<file path="src/rtl/prim_lzc_shared_arbiter.sv">
// Two-port front end sharing one 32-bit leading-zero counter behind a
// single-entry result register with round-robin or fixed-priority grant.

module prim_lzc_shared_arbiter #(
  parameter int unsigned ARB_MODE = 0
) (
  input  logic        i_clk,
  input  logic        i_rst_n,
  input  logic        i_req0_valid,
  input  logic [31:0] i_req0_data,
  output logic        o_req0_ready,
  output logic        o_rsp0_valid,
  input  logic        i_rsp0_ready,
  output logic [4:0]  o_rsp0_nlz,
  output logic        o_rsp0_all_zero,
  input  logic        i_req1_valid,
  input  logic [31:0] i_req1_data,
  output logic        o_req1_ready,
  output logic        o_rsp1_valid,
  input  logic        i_rsp1_ready,
  output logic [4:0]  o_rsp1_nlz,
  output logic        o_rsp1_all_zero
);

  localparam int unsigned DATA_W = 32;
  localparam int unsigned NLZ_W  = 5;

  logic              r_valid;
  logic              r_owner;
  logic [NLZ_W-1:0]  r_nlz;
  logic              r_all_zero;
  logic              r_rr;

  logic              w_drain;
  logic              w_free;
  logic              w_grant;
  logic              w_accept;
  logic [DATA_W-1:0] w_lzc_data;
  logic [NLZ_W-1:0]  w_lzc_nlz;
  logic              w_lzc_zero;

  // Output stage frees up when empty or when its owner consumes this cycle.
  assign w_drain = r_valid & (r_owner ? i_rsp1_ready : i_rsp0_ready);
  assign w_free  = i_rst_n & (~r_valid | w_drain);

  always_comb begin
    w_grant = 1'b0;
    if (i_req0_valid && i_req1_valid) begin
      w_grant = (ARB_MODE == 1) ? 1'b0 : r_rr;
    end else if (i_req1_valid) begin
      w_grant = 1'b1;
    end
  end

  assign o_req0_ready = w_free & i_req0_valid & ~w_grant;
  assign o_req1_ready = w_free & i_req1_valid & w_grant;
  assign w_accept     = o_req0_ready | o_req1_ready;
  assign w_lzc_data   = w_grant ? i_req1_data : i_req0_data;

  prim_lzc32 u_lzc (
    .i_data     (w_lzc_data),
    .o_nlz      (w_lzc_nlz),
    .o_all_zero (w_lzc_zero)
  );

  always_ff @(posedge i_clk or negedge i_rst_n) begin
    if (!i_rst_n) begin
      r_valid    <= 1'b0;
      r_owner    <= 1'b0;
      r_nlz      <= '0;
      r_all_zero <= 1'b0;
      r_rr       <= 1'b0;
    end else begin
      if (w_accept) begin
        r_valid    <= 1'b1;
        r_owner    <= w_grant;
        r_nlz      <= w_lzc_zero ? NLZ_W'(0) : w_lzc_nlz;
        r_all_zero <= w_lzc_zero;
        r_rr       <= ~w_grant;
      end else if (w_drain) begin
        r_valid    <= 1'b0;
      end
    end
  end

  assign o_rsp0_valid    = r_valid & ~r_owner;
  assign o_rsp1_valid    = r_valid & r_owner;
  assign o_rsp0_nlz      = o_rsp0_valid ? r_nlz : '0;
  assign o_rsp1_nlz      = o_rsp1_valid ? r_nlz : '0;
  assign o_rsp0_all_zero = o_rsp0_valid & r_all_zero;
  assign o_rsp1_all_zero = o_rsp1_valid & r_all_zero;

endmodule

// 32-bit leading-zero counter; nlz is 0 when the operand is zero.
module prim_lzc32 (
  input  logic [31:0] i_data,
  output logic [4:0]  o_nlz,
  output logic        o_all_zero
);

  // Scanning upward lets the highest set bit win.
  always_comb begin
    o_nlz = '0;
    for (int i = 0; i < 32; i++) begin
      if (i_data[i]) o_nlz = 5'(31 - i);
    end
  end

  assign o_all_zero = ~|i_data;

endmodule

</file>
<file path="config.mk">
export PLATFORM = sky130hd
export DESIGN_NAME = prim_lzc_shared_arbiter
export DESIGN_NICKNAME = d
export VERILOG_FILES = /design/src/rtl/prim_lzc_shared_arbiter.sv
export SDC_FILE = /design/constraint.sdc
export NUM_CORES = 1
export LEC_CHECK = 0
export CORE_ASPECT_RATIO = 0.5
export CORE_MARGIN = 10
export CORE_UTILIZATION = 36
export CTS_CLUSTER_SIZE = 16
export DETAILED_ROUTE_END_ITERATION = 8
export PLACE_DENSITY_LB_ADDON = 0.08
export SETUP_SLACK_MARGIN = 0.1
export SYNTH_ARGS = -nofsm -noshare
export SYNTH_HDL_FRONTEND = slang
export SYNTH_HIERARCHICAL = 1
export SYNTH_SLANG_ARGS = --single-unit
</file>
<file path="constraint.sdc">
create_clock -name i_clk -period 7.65 [get_ports i_clk]
set_input_delay 1.53 -clock i_clk [delete_from_list [all_inputs] [get_ports i_clk]]
set_output_delay 1.53 -clock i_clk [all_outputs]
set_load 0.05 [all_outputs]
</file>
# Word level (Yosys, flattened, before mapping)
# Index checks and enable logic that the tools add are counted.
[totals]
reg_bits = 9
out_inout_bits = 16
[classes]
bitwise_logic = 15
mux = 41
reduce_logical = 4
[ops]
columns = ["op", "count"]
rows = [
  ["$mux 5", 35],
  ["$mux 32", 1],
  ["$reduce_or 32->1", 1],
  ["$and 1x1->1", 10],
  ["$mux 1", 5],
  ["$not 1->1", 3],
  ["$or 1x1->1", 2],
  ["$reduce_bool 2->1", 1],
  ["$logic_and 1x1->1", 1],
  ["$logic_not 1->1", 1],
]

# Logic depth before layout (Yosys ltp)
[depth]
word_depth = 36
ltp_mapped = 11
depth_no_buf = 10

# By module
# The synthesis kept the hierarchy.
[by_module_without_submodules]
columns = ["mod", "n_inst", "area_each_um2", "cells_each"]
rows = [
  ["prim_lzc_shared_arbiter", 1, 965.9, 88],
  ["prim_lzc32", 1, 380.4, 69],
]

# Worst setup path before layout
# OpenSTA, ideal clock, no wires.
[synth_path]
path_type = "input to output"
start = "input port i_req1_valid"
end = "output port o_req0_ready"
path_buffers = 1
arrival_time_ns = 2.497
slack_ns = 3.623
cell_stages = 3
required_time_ns = 6.120
cell_sequence = "a21boi_4 buf_6 nor2_1"
[synth_between]
elab_chain_len = 4
[synth_lines]
columns = ["item", "line_no", "source"]
rows = [
  ["start, declared", "16", "input logic i_req1_valid,"],
  ["$mux 1 or $logic_and 1x1->1 (tied branches)", "50, 48", ""],
  ["$mux 1 *", "48", "if (i_req0_valid && i_req1_valid) begin"],
  ["$not 1->1 *", "55", "assign o_req0_ready = w_free & i_req0_valid & ~w_grant;"],
  ["$and 1x1->1 *", "55", ""],
  ["end, declared", "11", "output logic o_req0_ready,"],
]
# Every way passes the cells marked *; elsewhere a longest branch is shown, timed or not.

# Worst setup path after layout
[layout_path]
start = "input port i_req0_valid"
end = "output port o_req1_ready"
[layout_between]
elab_chain_len = 3
[layout_lines]
columns = ["item", "line_no", "source"]
rows = [
  ["start, declared", "9", "input logic i_req0_valid,"],
  ["$logic_and 1x1->1", "48", ""],
  ["$mux 1", "48", ""],
  ["$and 1x1->1", "56", "assign o_req1_ready = w_free & i_req1_valid & w_grant;"],
  ["end, declared", "18", "output logic o_req1_ready,"],
]
# No other way between the ends.

==> metrics.yaml <==
maxCapViolCount: 0
grt_usage_pct: 12.07
drc: 0
p_sw_mw: 0.1050
crit_family: "buffers and inverters"
num_antenna_cells: 0
clk_latency_ns: 0.24
cts_tree: "yes"
crit_chain: "clkdlybuf4s50_1, a21boi_4, and3_1, clkdlybuf4s50_1"
vias: 1448
drive_above_1_share_pct: 22.41
cts_setup_buffers: 0
synth_seq_area_share_pct: 16.73
cp-end-kind: "primary output"
htreeDepth: 1
max_freq_ghz: 0.1815
reg2reg_slack_ns: 4.17
timing.rr.end: "r_nlz[3]$_DFFE_PN0P_"
clockRootBuffer: "clkbuf_8"
die_w_um: 106.5
maxSlewViolCount: 0
critPathMostFrequentCell: "clkdlybuf4s50_1"
layout.nets: 312
internal_power_mw: 0.1761
worstPathArrival_ns: 3.98
finClkSkew_ns: 0.001215
grt_pass1_vias: 1504
final-hold-violation-count: 0
wl_per_cell_um: 14.33
vdd_drop_max_v: 0.00005988
yosysTopAreaCell: "mux2_2"
die_y_um: 63.24
hpwl_um: 3651
drt_pass1_iterations: 4
antenna_found_initial: 0
ctsLongestPathBuffers: 2
synth_nets: 227
grt_max_degree: 36
drtIter0Drc: 73
crit_cells: 4
ios: 86
cp_slowest_stage_delay_ns: 0.87
grt_pass1_wl_um: 6886
fillers: 315
reg2reg_depth: 9
swShare_pct: 37.36
cp.required_ns: 6.12
multi_input_area_um2: 1042
min_period_ns: 5.509
synth.top_cell.area_share_pct: 30.11
pwr-share-clk_pct: 19.9
ant_nets: 0
regArea_um2: 225.2
viasPerCell: 4.959
area_delta_synth_final_pct: 67.66
ys_ff_latch: 9
r2r-start: "r_rr$_DFFE_PN0P_"
syn_area_um2: 1346
synth.yosys.warnings: 6
syn_avg_cell_area_um2: 8.575
pwr-share-seq_pct: 23.0
crit_path_end: "o_req1_ready"
final_common_cell: "clkdlybuf4s50_1"
cts-resized-gates: 0
yosys-top-cells-area: "mux2_2 (30%), dfrtp_1 (17%), nor2_1 (4.5%), a21oi_1 (3.7%), and3_2 (3.3%)"
cts_buffers: 3
synth_cells: 157
setup_slack_ns: 2.141
cp_max_fo: 35
cp_slowest_cell: "a21boi_4"
gp_congestion: 0.8144
finalSetupViolCount: 0
core_um2: 3510
synth_cell_type_count: 39
relSlewSlack_pct: 29.04
grt_overflow: 0
cts_hold_buf: 0
num_rows: 15
pre_cts_ws_ns: 2.124
period_share_pct: 72.01
clock_sinks: 9
crit_path_start_kind: "primary input"
drt_wl_total_um: 4185
hold_path_class: "flop to flop"
crit_buf_inv: 2
worstMarginPinSlew_ns: 1.062
die-area_um2: 6734
fin_tns_setup_ns: 0
final_cell_mix: "clkdlybuf4s50_1 (85), mux2_2 (36), nor2_1 (16)"
p_comb_share_pct: 57.2
p_per_area_nw_per_um2: 124.6
port_buffers: 85
start_util_pct: 38.36
status: "finished clean"
p_leak_nw: 0.8746
rsz0062_at_grt: "no"
worstSetupStartpoint: "i_req0_valid"
crit_type: "primary input to primary output"
cts.clk_slew.worst_paths_ns: 0.04
## sequential cells by signal, summed over array words and instances, names as in the netlist
signal,flops
r_all_zero,1
r_nlz,5
r_owner,1
r_rr,1
r_valid,1
## through the flow
step / area, µm² / power, mW / util, % / hold WS, ns / cells
final: 2257 / 0.2812 / 64.31 / 0.4728 / 292
after CTS: 2257 / 0.2839 / 64.31 / 0.4774 / 292
after global routing: 2257 / 0.2993 / 64.31 / 0.5137 / 292
after floorplan: 1346 / 0.1705 / - / 0.4505 / 157
after detailed placement: 2212 / 0.2265 / 63.03 / 0.4713 / 288
after global placement: 2212 / 0.2246 / 63.03 / 0.4701 / 288
## cell usage after synthesis (all sizes together)
cell     instances
nor3             6
nor2            17
or4              2
nor4             5
a31o             1
inv              8
dfrtp            9
a32o             1
a221oi           1
a21oi           11
nand2           11
o2111ai          1
a21o             2
o31ai            3
nor3b            1
buf              4
mux2            38
o211ai           1
a31oi            1
o21bai           1
o21ai            3
a2111oi          2
and3             7
clkbuf           1
nor2b            7
and2             7
mux2i            2
a21boi           1
o21a             1
or3              1
nand3            1
## worst min-delay path by stage
stage / start / end / slack [ns] / depth (start not counted)
6_report: r_rr$_DFFE_PN0P_ / r_rr$_DFFE_PN0P_ / 0.47 / 1
2_1_floorplan: r_rr$_DFFE_PN0P_ / r_rr$_DFFE_PN0P_ / 0.45 / 1
3_3_place_gp: r_rr$_DFFE_PN0P_ / r_rr$_DFFE_PN0P_ / 0.47 / 1
5_1_grt: r_rr$_DFFE_PN0P_ / r_rr$_DFFE_PN0P_ / 0.51 / 1
4_1_cts: r_rr$_DFFE_PN0P_ / r_rr$_DFFE_PN0P_ / 0.48 / 1
3_5_place_dp: r_rr$_DFFE_PN0P_ / r_rr$_DFFE_PN0P_ / 0.47 / 1
## kinds of logic after synthesis
group | share of synthesized area (%)
compound gates | 16.45
simple gates | 26.77
buf+inv | 5.855
flops | 16.73
mux | 34.20
## area by class of cell
| class | count | area share [%] |
|---|---|---|
| tap | 51 | 2.827 |
| multi-input combinational | 135 | 46.18 |
| inverter | 8 | 1.330 |
| sequential | 9 | 9.978 |
| timing repair buffer | 85 | 37.69 |
| clock buffer | 4 | 1.996 |
## power by group through the flow
stage               Clock [mW]  Sequential (mW)  Combinational, mW
floorplan                    0           0.0593              0.111
global placement             0           0.0653              0.159
detailed placement           0           0.0656              0.161
CTS                     0.0572           0.0649              0.162
global route            0.0590           0.0661              0.174
finish                  0.0558           0.0646              0.161
## per-layer routing
layer	track usage, %	routed length [µm]	vias to the layer above	share of wire, %
met4	5.034	63	0	1.5
li1	-	-	746	-
met2	19.94	1861	53	44
met5	0	0	-	0
met1	14.06	1835	644	44
met3	3.955	424	5	10
No activity file was read; power rests on OpenSTA's default activity.
